File: src/rtl/pc_sequencer.sv
// rtl/pc_sequencer.sv - program-counter sequencer with run/halt FSM and return-address stack
module pc_sequencer #(
   parameter int D           = 12,
   parameter int START_PC    = 0,
   parameter int STACK_DEPTH = 4
) (
   input  logic         clk,
   input  logic         reset,
   input  logic         start,
   input  logic         stall,
   input  logic         jump,
   input  logic         call,
   input  logic         ret,
   input  logic         halt,
   input  logic [3:0]   lut_sel,
   output logic [2:0]   lut_addr,
   output logic         lut_third,
   input  logic [D-1:0] lut_target,
   output logic [D-1:0] pc,
   output logic         running,
   output logic         done,
   output logic         stack_err
);

   localparam int AW = $clog2(STACK_DEPTH);
   localparam int PW = AW + 1;

   typedef enum logic [1:0] {IDLE, RUN, HALT} state_t;

   state_t        state, state_nxt;
   logic [PW-1:0] sp;
   logic [D-1:0]  stack [STACK_DEPTH];
   logic [D-1:0]  pc_inc;
   logic [AW-1:0] top_idx;
   logic          restart, advance, stack_empty, stack_full, push_en;

   assign lut_addr    = lut_sel[2:0];
   assign lut_third   = lut_sel[3];

   assign pc_inc      = pc + D'(1);
   assign top_idx     = sp[AW-1:0] - AW'(1);
   assign stack_empty = (sp == '0);
   assign stack_full  = (sp == PW'(STACK_DEPTH));
   assign restart     = start && (state != RUN);
   // advance: a RUN cycle in which Ret/Call/Jump/increment may act
   assign advance     = (state == RUN) && !stall && !halt;
   assign push_en     = advance && !ret && call && !stack_full;

   always_ff @(posedge clk) begin
      if (!reset) state <= IDLE;
      else        state <= state_nxt;
   end

   always_comb begin
      state_nxt = state;
      case (state)
         IDLE:    if (start) state_nxt = RUN;
         RUN:     if (!stall && halt) state_nxt = HALT;
         HALT:    if (start) state_nxt = RUN;
         default: state_nxt = IDLE;
      endcase
   end

   always_comb begin
      running = (state == RUN);
      done    = (state == HALT);
   end

   always_ff @(posedge clk) begin
      if (!reset) begin
         pc        <= '0;
         sp        <= '0;
         stack_err <= 1'b0;
      end else if (restart) begin
         pc        <= D'(START_PC);
         sp        <= '0;
         stack_err <= 1'b0;
      end else if (advance) begin
         if (ret) begin
            if (!stack_empty) begin
               pc <= stack[top_idx];
               sp <= sp - PW'(1);
            end else begin
               pc        <= pc_inc;
               stack_err <= 1'b1;
            end
         end else if (call) begin
            pc <= lut_target;
            if (!stack_full) sp <= sp + PW'(1);
            else             stack_err <= 1'b1;
         end else if (jump) begin
            pc <= lut_target;
         end else begin
            pc <= pc_inc;
         end
      end
   end

   // stack contents need no reset; only the pointer defines validity
   always_ff @(posedge clk) begin
      if (push_en) stack[sp[AW-1:0]] <= pc_inc;
   end

endmodule

File: config.mk
export PLATFORM = sky130hd
export DESIGN_NAME = pc_sequencer
export DESIGN_NICKNAME = d
export VERILOG_FILES = /design/src/rtl/pc_sequencer.sv
export SDC_FILE = /design/constraint.sdc
export NUM_CORES = 1
export LEC_CHECK = 0
export ABC_AREA = 1
export CAP_MARGIN = 20
export CORE_MARGIN = 4
export CORE_UTILIZATION = 40
export DETAILED_ROUTE_END_ITERATION = 7
export HOLD_SLACK_MARGIN = 0.08
export PLACE_DENSITY = 0.65
export SLEW_MARGIN = 20
export SYNTH_ARGS = -nofsm -noshare
export SYNTH_HDL_FRONTEND = slang
export SYNTH_SLANG_ARGS = --single-unit
export TNS_END_PERCENT = 20
File: constraint.sdc
create_clock -name clk -period 3 [get_ports clk]
set_input_delay 0.6 -clock clk [delete_from_list [all_inputs] [get_ports clk]]
set_output_delay 0.6 -clock clk [all_outputs]
set_load 0.02 [all_outputs]
==> metrics <==
status=completed; postcts setup bufs=0; CP arrival=~1.5 ns; GR Layer Usage met2=between 20% and 30%; DR vias=2681; final net count=~460; Mapped Cells=roughly 390; #FFs+latches synth=66; kind of critical path=flop to primary output; Max Cap Viol=0; area of placed instances=3810 sq um; Initial Util=roughly 41%; worst slew pin tran=~0.5 ns; fraction of layout cells with a size suffix above 1=a little under a tenth; pin count of the biggest net entering global routing=30; DRC=0; Die ar.=approximately 10000 sq um; Area Growth Syn to Fin=17.5%; CP endpoint kind=primary output; worst vdd ir=221 uV; initial antenna violation count=0; GRT Util Overall=between 15 and 20%; Max Fclk=between 0.4 and 0.5 GHz; Boundary Pins=43; n_diodes=0; number of DRC markers in iteration 0=155; first-pass GRT wire length=roughly 13000 um; Post-Syn Area=~3400 sq um; Setup TNS=0 ns; post_cts resized=0; final hold violations=0; vias in the first global route=about 2600; routed wire length=around 8000 um; Synth cell types=32; number of synthesis warnings=0; IO Port Bufs=34; Leak=about 0.0015 uW; Congestion Overflow GR=0; Slew HR=65.7%; Longest Clk Path Bufs=2; period utilization=71.0%; post-synthesis sequential area ratio=~53%; syn avg cell area=between 8 and 9 sq um; largest cells by area after synthesis=edfxtp_1 (43%), dfxtp_1 (11%), nor2_1 (9.1%); DRT Pass-1 Iters=4; CORE AREA=8220 sq um; crit path time final=2.13 ns; routability cong.=around 0.85; die width=around 100 um; class of the worst hold path=flop to flop; post-synth top area cell=edfxtp_1; Clock H-tree levels=3; CTS Sinks=66; Die Y=~100 um; hold buffer count at CTS=0; clk_skew=roughly 0.0094 ns; PwrDens=444 nW/um^2; Post-DRT Antenna Nets=0; # rows=33; critical path launch point type=flop; routing usage on met1=24.0%; CP max FO=2; drt wl/cell=between 10 and 15 um; Final Instance Area=slightly below 4000 sq um; hpwl dp=5650 um; M3 GR Usage=under 10%; Reg area=approximately 1800 sq um; Setup-failing EPs final=0; final max-slew violation count=0; Yosys top cell area share=42.6%; root buffer cell=clkbuf_8; Worst-Skew Late Latency=~0.34 ns; CTS Buf Count=9; area of the multi-input gates=roughly 1300 sq um; Worst-path clk slew=roughly 0.070 ns; GRT Max-Usage Layer=met2; post-DR vias/cell=approximately 5; RSZ-0062 raised after global routing=false; Pwr Total=1770 uW; # fillers=786; CP required=around 2.4 ns; Mapped Nets=about 420; CTS tree=done
state kept, by name, indices dropped and copies added, names as in the netlist:
register / flops
sp: 3
stack: 48
stack_err: 1
state: 2
pc: 12
final timing paths:
path | endpoint | cells past startpoint | from | slack, ns
setup / recovery | done | 3 | state[1] | 0.87
setup reg to reg | pc[5] | 9 | sp[0] | 0.89
hold / removal | stack_err | 2 | stack_err | 0.47
hold reg to reg | stack_err | 2 | stack_err | 0.47
logic make-up after synthesis:
logic type      count (synthesis)  synth area share [%]
compound gates                 80                  12.9
xor+xnor                        5                  1.52
fa+ha+maj                       6                  2.44
buf+inv                        58                  7.76
flops                          66                  53.2
simple gates                  174                  22.1
layer usage:
layer | vias to the layer above | wire length [um]
li1 | 1363 | -
met4 | 0 | 223
met2 | 82 | 3520
met5 | - | 0
met1 | 1221 | 3670
met3 | 15 | 452
area by class of cell:
class / count / area share [%]
Sequential cell: 66 / 45.3
Multi-Input combinational cell: 265 / 33.2
Timing Repair Buffer: 43 / 10.3
Inverter: 40 / 3.84
Clock buffer: 11 / 3.30
Tap cell: 105 / 3.30
Clock inverter: 5 / 0.786
Yosys cell counts (all sizes together):
library cell	instances
xnor2	4
o31ai	1
nor2	89
o21a	2
ha	5
nand3	22
buf	18
nand4	2
o211ai	7
a21oi	15
nand2	60
inv	40
o21ai	53
fa	1
o2111ai	1
edfxtp	48
xor2	1
dfxtp	18
a31oi	1
nand3b	1
critical path, stage by stage, from the launching register on:
cell and delay, ns:
dfxtp_1 0.38, inv_1 0.06, nor2_1 0.12, clkdlybuf4s50_1 0.63
report_power, final:
group          internal, uW  switching [uW]  leakage (uW)
clock network           297             340     0.0000831
logic                  63.1            81.5      0.000871
registers               978            8.32      0.000580
total                  1340             429       0.00153
placed cells by master (no fill, tap or decap):
cell	instances
nand4_1	2
fa_1	1
inv_1	37
nand3_1	20
inv_2	2
nor2_4	4
a21oi_1	14
nand2_1	57
clkinvlp_4	1
o21ai_0	45
xnor2_1	3
clkbuf_1	2
o21ai_2	1
clkinv_4	1
a31oi_1	1
edfxtp_1	48
o31ai_1	1
buf_4	9
nand3_2	2
clkinv_2	3
a21oi_2	1
inv_4	1
nand2_4	1
dfxtp_1	18
clkdlybuf4s50_1	34
ha_1	5
o21ai_1	7
nor2_2	3
o2111ai_1	1
o21a_1	2
clkbuf_8	9
xor2_1	1
nor2_1	82
xnor2_2	1
nand2_2	2
o211ai_1	7
nand3b_1	1
stage by stage:
| stage | cells | setup slack [ns] | util, % | hold slack (ns) |
|---|---|---|---|---|
| finish | 535 | 0.869 | 48.4 | 0.469 |
| global route | 535 | 0.569 | 48.4 | 0.509 |
| CTS | 535 | 0.836 | 48.4 | 0.478 |
| detailed placement | 519 | 0.780 | 46.4 | 0.461 |
| global placement | 519 | 0.790 | 46.4 | 0.452 |
| floorplan | 389 | 0.848 | - | 0.526 |
Note: power is estimated with default switching activity, not from simulation.
